### src/rtl/dpram_port_arbiter.sv
// Round-robin arbiter sharing one dual-port RAM between two clients; write and read ports arbitrate independently.
// Optional `define DPRAM_ARB_WR_FWD_EN forwards same-cycle write data to a colliding read on return.
module dpram_port_arbiter #(
  parameter int AW     = 8,
  parameter int DW     = 8,
  parameter int RD_LAT = 1
) (
  input  logic          clk,
  input  logic          rst,
  input  logic          c0_wr_req,
  input  logic [AW-1:0] c0_wr_addr,
  input  logic [DW-1:0] c0_wr_data,
  output logic          c0_wr_gnt,
  input  logic          c0_rd_req,
  input  logic [AW-1:0] c0_rd_addr,
  output logic          c0_rd_gnt,
  output logic          c0_rd_valid,
  output logic [DW-1:0] c0_rd_data,
  input  logic          c1_wr_req,
  input  logic [AW-1:0] c1_wr_addr,
  input  logic [DW-1:0] c1_wr_data,
  output logic          c1_wr_gnt,
  input  logic          c1_rd_req,
  input  logic [AW-1:0] c1_rd_addr,
  output logic          c1_rd_gnt,
  output logic          c1_rd_valid,
  output logic [DW-1:0] c1_rd_data,
  output logic          ram_wr_en,
  output logic [AW-1:0] ram_wr_addr,
  output logic [DW-1:0] ram_data_in,
  output logic          ram_rd_en,
  output logic [AW-1:0] ram_rd_addr,
  input  logic [DW-1:0] ram_data_out
);

  logic          wr_last_q, rd_last_q;
  logic          ram_wr_en_q, ram_rd_en_q;
  logic [AW-1:0] ram_wr_addr_q, ram_rd_addr_q;
  logic [DW-1:0] ram_data_in_q;
  logic [RD_LAT:0] vld_pipe_q, id_pipe_q;

  logic          wr_any_d, rd_any_d;
  logic [AW-1:0] wr_addr_d, rd_addr_d;
  logic [DW-1:0] wr_data_d, ret_data;

  // The client that did not win last time gets priority when both ask.
  always_comb begin
    c0_wr_gnt = !rst && c0_wr_req && (!c1_wr_req ||  wr_last_q);
    c1_wr_gnt = !rst && c1_wr_req && (!c0_wr_req || !wr_last_q);
    c0_rd_gnt = !rst && c0_rd_req && (!c1_rd_req ||  rd_last_q);
    c1_rd_gnt = !rst && c1_rd_req && (!c0_rd_req || !rd_last_q);
    wr_any_d  = c0_wr_gnt || c1_wr_gnt;
    rd_any_d  = c0_rd_gnt || c1_rd_gnt;
    wr_addr_d = c1_wr_gnt ? c1_wr_addr : c0_wr_addr;
    wr_data_d = c1_wr_gnt ? c1_wr_data : c0_wr_data;
    rd_addr_d = c1_rd_gnt ? c1_rd_addr : c0_rd_addr;
  end

  always_ff @(posedge clk) begin
    if (rst) begin
      wr_last_q     <= 1'b1;
      rd_last_q     <= 1'b1;
      ram_wr_en_q   <= 1'b0;
      ram_rd_en_q   <= 1'b0;
      ram_wr_addr_q <= '0;
      ram_rd_addr_q <= '0;
      ram_data_in_q <= '0;
      vld_pipe_q    <= '0;
      id_pipe_q     <= '0;
    end else begin
      ram_wr_en_q <= wr_any_d;
      ram_rd_en_q <= rd_any_d;
      if (wr_any_d) begin
        wr_last_q     <= c1_wr_gnt;
        ram_wr_addr_q <= wr_addr_d;
        ram_data_in_q <= wr_data_d;
      end
      if (rd_any_d) begin
        rd_last_q     <= c1_rd_gnt;
        ram_rd_addr_q <= rd_addr_d;
      end
      // Stage 0 lines up with the RAM issue cycle, stage RD_LAT with the data return.
      vld_pipe_q <= {vld_pipe_q[RD_LAT-1:0], rd_any_d};
      id_pipe_q  <= {id_pipe_q[RD_LAT-1:0],  c1_rd_gnt};
    end
  end

`ifdef DPRAM_ARB_WR_FWD_EN
  logic [RD_LAT:1]         fwd_q;
  logic [RD_LAT:1][DW-1:0] fwd_data_q;
  logic                    coll;

  assign coll = ram_wr_en_q && ram_rd_en_q && (ram_wr_addr_q == ram_rd_addr_q);

  always_ff @(posedge clk) begin
    if (rst) fwd_q <= '0;
    else begin
      fwd_q[1] <= coll;
      for (int k = 2; k <= RD_LAT; k++) fwd_q[k] <= fwd_q[k-1];
    end
    fwd_data_q[1] <= ram_data_in_q;
    for (int k = 2; k <= RD_LAT; k++) fwd_data_q[k] <= fwd_data_q[k-1];
  end

  assign ret_data = fwd_q[RD_LAT] ? fwd_data_q[RD_LAT] : ram_data_out;
`else
  assign ret_data = ram_data_out;
`endif

  assign ram_wr_en   = ram_wr_en_q;
  assign ram_wr_addr = ram_wr_addr_q;
  assign ram_data_in = ram_data_in_q;
  assign ram_rd_en   = ram_rd_en_q;
  assign ram_rd_addr = ram_rd_addr_q;
  assign c0_rd_valid = vld_pipe_q[RD_LAT] && !id_pipe_q[RD_LAT];
  assign c1_rd_valid = vld_pipe_q[RD_LAT] &&  id_pipe_q[RD_LAT];
  assign c0_rd_data  = ret_data;
  assign c1_rd_data  = ret_data;

endmodule

### config.mk
export PLATFORM = sky130hd
export DESIGN_NAME = dpram_port_arbiter
export DESIGN_NICKNAME = d
export VERILOG_FILES = /design/src/rtl/dpram_port_arbiter.sv
export SDC_FILE = /design/constraint.sdc
export NUM_CORES = 1
export LEC_CHECK = 0
export CAP_MARGIN = 30
export CORE_ASPECT_RATIO = 2
export CORE_MARGIN = 10
export CORE_UTILIZATION = 31
export CTS_CLUSTER_DIAMETER = 80
export DETAILED_ROUTE_END_ITERATION = 12
export GPL_TIMING_DRIVEN = 0
export PLACE_DENSITY = 0.76
export SYNTH_ARGS = -nofsm -noshare
export SYNTH_HDL_FRONTEND = slang
export SYNTH_SLANG_ARGS = --single-unit
### constraint.sdc
create_clock -name clk -period 1.35 [get_ports clk]
set_input_delay 0.27 -clock clk [delete_from_list [all_inputs] [get_ports clk]]
set_output_delay 0.27 -clock clk [all_outputs]
set_load 0.005 [all_outputs]
* Word level (Yosys, flattened, before mapping)
Cells that the tools add are included.
** Word-level totals
- Bits in registers :: 32
- Output and inout bits :: 48
- Logic and storage cells :: 36
** Cells by class
- Multiplexer cells :: 3
- Reductions and logical operators :: 24
** Operators by type and width (count)
- 8-bit 2-to-1 mux :: 3
- 1-bit logical AND :: 10
- 1-bit logical NOT :: 8
- 1-bit logical OR :: 6

* Longest topological paths before layout
- Word-level depth :: 4
- Mapped depth :: 5
- Gate-level depth less buffers :: 3

* Worst setup path before layout
Ideal clock, no wire load.
- Path kind :: in2reg
- Start point :: input port rst
- End point :: register ram_data_in_q[0], in the netlist ram_data_in[0]
- Setup time :: 0.122 ns
- Arrival time :: 1.149 ns
- Setup slack :: 0.079 ns
- Stages on the path :: 5
- Cells stage by stage :: buf_2 -> nor2b_4 -> nand2_2 -> buf_6 -> a221o_1
** On the way
- Longest elaborated chain between the ends :: 4
- Elaborated cells on any way between the ends :: 7
- Classes of those cells :: 1 x mux; 6 x reduce/logical
** RTL lines
- start: declaration :: RTL line 9 : input logic rst,
- 1-bit logical NOT :: RTL line 48, 49
- 1-bit logical AND, on equally long branches (2 in a row) :: RTL line 49, 48
- 8-bit 2-to-1 mux or 1-bit logical OR (tied branches) :: RTL line 55, 52
- end signal: assignment :: RTL line 76 : ram_data_in_q <= wr_data_d;
- end: declaration :: RTL line 39 : logic [DW-1:0] ram_data_in_q;
Parallel ways exist; a longest one is shown, timed or not.
A chain may end at the register's enable or synchronous reset.

* Worst setup path after layout
- Start point :: register rd_last_q
- End point :: register ram_rd_addr_q[7], in the netlist ram_rd_addr[7]
** On the way
- Longest elaborated chain between the ends :: 4
- Elaborated cells on any way between the ends :: 7
- Classes of those cells :: 1 x mux; 6 x reduce/logical
** RTL lines
- start: declaration :: RTL line 36 : logic wr_last_q, rd_last_q;
- start signal: assignment :: RTL line 79 : rd_last_q <= c1_rd_gnt;
- 1-bit logical NOT :: RTL line 51 : c1_rd_gnt = !rst && c1_rd_req && (!c0_rd_req || !rd_last_q);
- 1-bit logical OR :: RTL line 51
- 1-bit logical AND :: RTL line 51
- 8-bit 2-to-1 mux or 1-bit logical OR (tied branches) :: RTL line 56, 53
- end signal: assignment :: RTL line 80 : ram_rd_addr_q <= rd_addr_d;
- end: declaration :: RTL line 38 : logic [AW-1:0] ram_wr_addr_q, ram_rd_addr_q;
Parallel ways exist; a longest one is shown, timed or not.

==> out/metrics.yaml <==
global_routing:
  global_route.usage.total_pct: 13.66
  global_route.overflow_total: 0
  via_count_of_the_first_global_routing_pass: 1889
  grt_pass1_wl_mm: 9.556
  grt_max_degree: 11
  number_of_antenna_violations_at_the_first_check_in_global_routing: 0
floorplanning:
  die_height_um: 118.9
  placementRows: 36
  floorplan.initialDensity_pct: 31.44
  design.core.area_um2: 4820
  floorplan.io_pins: 110
  floorplan.die_area_um2: 8254
  die-width_um: 69.44
critical_path:
  cpLargestDelayFamily: "compound AO/OA/AOI/OAI gates"
  cp_cell_instances: "nand2_1 > clkbuf_2 > a2111oi_0 > a221o_1"
  cp.required_ns: 1.57
  critical_path.n_buffers_inverters: 1
  cp_slowest_stage_delay_ns: 0.54
  cp-end-kind: "register"
  worst-endpoint-arrival_ns: 1.58
  setup.worst_path.class: "register to register"
  setup.worst_path.start_class: "register"
  cpMaxStageDelayCell: "sky130_fd_sc_hd__a2111oi_0"
  timing.critical_path.fanout_max: 10
layout:
  diodes: 0
  multi_input_area_um2: 739.5
  finish.instance_area_um2: 2766
  drive_above_1_share_pct: 21.69
  seq_area_um2: 623.1
  areaGrowthSynthToFinish_pct: 82.58
  fill_cells: 468
  final_net_count: 333
logic_synthesis:
  yosysTopAreaCellShare_pct: 40.96
  synth_top_cells_by_area: "sky130_fd_sc_hd__dfxtp_1 (41%), sky130_fd_sc_hd__a221o_1 (16%), sky130_fd_sc_hd__nor3b_1 (8.9%), sky130_fd_sc_hd__buf_4 (7.9%), sky130_fd_sc_hd__and3_1 (6.6%)"
  ys_warn_count: 0
  synth_top_family_by_area: "simple AND/OR/NAND/NOR gates"
  synthDistinctLibCells: 22
  synthesis.instances: 156
  post_synth_xor_area_fraction_pct: 0
  synth_nets: 218
  synth.cell_area_um2: 1515
  synth_seq_area_share_pct: 40.96
  yosysTopAreaCell: "sky130_fd_sc_hd__dfxtp_1"
  yosys.area_share.simple_pct: 23.95
  area_share_of_fa_ha_maj_cells_after_synthesis_pct: 0
  synth_compound_area_share_pct: 21.14
  syn_area_per_cell_um2: 9.713
  ys_ff_latch: 31
  muxShareOfSynthArea_pct: 0
timing:
  worst-slew-pin-transition_ns: 0.5705
  slew_headroom_pct: 61.76
  finalWorstSetupSlack_ns: -0.01433
  final.period_utilization_pct: 101.1
  timing_max_transition_violations_final: 0
  finalSetupTns_ns: -0.01433
  max_clock_freq_mhz: 733.0
  grt_setup_unrepaired: "yes"
  finalHoldViolCount: 0
  final.min_clock_period_ns: 1.364
  skew_ns: 0.003722
  timing.final.setup_violations: 1
detailed_routing:
  drt_wl_total_mm: 5.974
  drc: 0
  detail_route.wl_per_cell_um: 18.16
  drt_first_iter_violations: 105
  final_antenna_net_count: 0
  num_vias: 1692
  drt-pass1-iter-count: 4
  routed_via_density: 5.143
pwr:
  ir_drop_uv: 702.9
  total_leakage_power_nw: 1.281
  pwr_density_cell_nw_per_um2: 894.3
clock_network:
  ctsRootBufferMaster: "sky130_fd_sc_hd__clkbuf_8"
  postCtsHoldBufs: 0
  cts_buffers: 5
  cts_tree: "built"
  clk_path_buf_depth: 2
  clk_pin_slew_ns: 0.07
  cts.sink_count: 31
  htree_levels: 2
  worst_skew_pair.late_latency_ns: 0.27
place:
  gpl.final_weighted_congestion: 0.7331
  placement.io_buffers: 100
  placedInstanceArea_um2: 2587
  place_hpwl_mm: 4.563
status:
  status: "finished with violations"
  violations: "negative setup slack"
flow_run:
  cap_viol_max_count: 0
min_path:
  min-delay-path-class: "primary input to register"
[cell usage after synthesis]
master,instances
sky130_fd_sc_hd__a2111oi_0,8
sky130_fd_sc_hd__a221o_1,24
sky130_fd_sc_hd__and2_1,1
sky130_fd_sc_hd__and3_1,16
sky130_fd_sc_hd__and3b_1,2
sky130_fd_sc_hd__buf_2,4
sky130_fd_sc_hd__buf_4,16
sky130_fd_sc_hd__buf_6,1
sky130_fd_sc_hd__clkbuf_1,7
sky130_fd_sc_hd__dfxtp_1,31
sky130_fd_sc_hd__inv_1,9
sky130_fd_sc_hd__nand2_1,2
sky130_fd_sc_hd__nand2_2,1
sky130_fd_sc_hd__nand2b_1,2
sky130_fd_sc_hd__nor2_1,3
sky130_fd_sc_hd__nor2_2,1
sky130_fd_sc_hd__nor2b_1,5
sky130_fd_sc_hd__nor2b_4,1
sky130_fd_sc_hd__nor3_1,1
sky130_fd_sc_hd__nor3_2,1
sky130_fd_sc_hd__nor3b_1,18
sky130_fd_sc_hd__o21ai_0,2
[layer usage]
metal,global-route usage [%],vias up,share of wire [%]
li1,-,802,-
met1,13.56,802,36
met2,25.34,84,54
met3,5.237,4,9.0
met4,3.797,0,0.70
met5,0,-,0
[flip-flops by register name, summed over array words and instances, names as in the netlist]
name and cells:
vld_pipe_q 2, ram_wr_addr 8, ram_rd_addr 8, ram_wr_en 1, ram_data_in 8, wr_last_q 1
id_pipe_q 2, rd_last_q 1
[cell type report]
type / instances / share of cell area, %
timing repair buffer: 109 / 36.32
multi-input combinational: 88 / 26.73
sequential: 31 / 22.52
buffer: 27 / 7.010
clock buffer: 8 / 3.618
tap: 57 / 2.578
inverter: 9 / 1.221
[cell usage in the layout (no fill, tap or decap), types with 2 or more instances in the layout]
cell                              instances
sky130_fd_sc_hd__clkdlybuf4s50_1         64
sky130_fd_sc_hd__dfxtp_1                 29
sky130_fd_sc_hd__dlygate4sd2_1           29
sky130_fd_sc_hd__buf_4                   24
sky130_fd_sc_hd__a221o_1                 24
sky130_fd_sc_hd__nor3b_1                 18
sky130_fd_sc_hd__and3_1                  16
sky130_fd_sc_hd__inv_1                    9
sky130_fd_sc_hd__clkbuf_8                 8
sky130_fd_sc_hd__buf_2                    7
sky130_fd_sc_hd__nor2b_1                  5
sky130_fd_sc_hd__clkbuf_1                 4
sky130_fd_sc_hd__buf_6                    3
sky130_fd_sc_hd__clkbuf_2                 3
sky130_fd_sc_hd__a2111oi_1                3
sky130_fd_sc_hd__a2111oi_2                3
sky130_fd_sc_hd__clkbuf_4                 2
sky130_fd_sc_hd__and3b_1                  2
sky130_fd_sc_hd__nor3_2                   2
sky130_fd_sc_hd__a2111oi_0                2
sky130_fd_sc_hd__nor2_1                   2
sky130_fd_sc_hd__o21ai_0                  2
sky130_fd_sc_hd__nand2b_1                 2
sky130_fd_sc_hd__dfxtp_2                  2
[cells by family after synthesis]
family / Yosys count
flops: 31
buf+inv: 37
simple gates: 54
compound gates: 34
[worst reg2reg max path, stage by stage (launching register included)]
cell and delay, ns:
sky130_fd_sc_hd__dfxtp_2 0.33, sky130_fd_sc_hd__nand2_1 0.06, sky130_fd_sc_hd__clkbuf_2 0.21, sky130_fd_sc_hd__a2111oi_0 0.54
sky130_fd_sc_hd__a221o_1 0.18
[path summary, 6_finish.rpt]
| check | start | endpoint | slack, ns | cells past startpoint |
|---|---|---|---|---|
| worst max-delay path | rd_last_q$_SDFFE_PP1P_ | ram_rd_addr[7]$_SDFFE_PP0P_ | -0.01 | 4 |
| worst min-delay path | c1_wr_req | wr_last_q$_SDFFE_PP1P_ | 0.32 | 3 |
| worst max register to register | rd_last_q$_SDFFE_PP1P_ | ram_rd_addr[7]$_SDFFE_PP0P_ | -0.01 | 4 |
| worst min register to register | id_pipe_q[0]$_SDFF_PP0_ | id_pipe_q[1]$_SDFF_PP0_ | 0.44 | 1 |
[per-stage QoR]
stage	hold WS (ns)	setup slack (ns)	total power (W)	util, %	cells
floorplan	0.4075	0.07938	0.001276	-	156
global placement	0.4298	-0.9366	0.001686	53.69	313
detailed placement	0.4300	-0.9471	0.001695	53.69	313
CTS	0.2948	-0.1069	0.002478	56.33	327
global route	0.3492	-0.05626	0.002593	57.40	329
finish	0.3238	-0.01433	0.002474	57.40	329
[repair_timing]
action / in CTS / in global routing
buffers inserted: 6 / 3
gates resized for setup: 64 / 27
endpoints found under the setup margin: 57 / 21
pin swaps: 1 / 6
[power by group]
| group | leakage, nW | total (W) | switching, W | internal (W) |
|---|---|---|---|---|
| clock | 0.0515 | 0.000809 | 0.000343 | 0.000465 |
| combinational | 0.972 | 0.000632 | 0.000232 | 0.000400 |
| sequential | 0.257 | 0.00103 | 0.0000388 | 0.000995 |
| total | 1.28 | 0.00247 | 0.000614 | 0.00186 |
No activity file was read; power rests on OpenSTA's default activity.
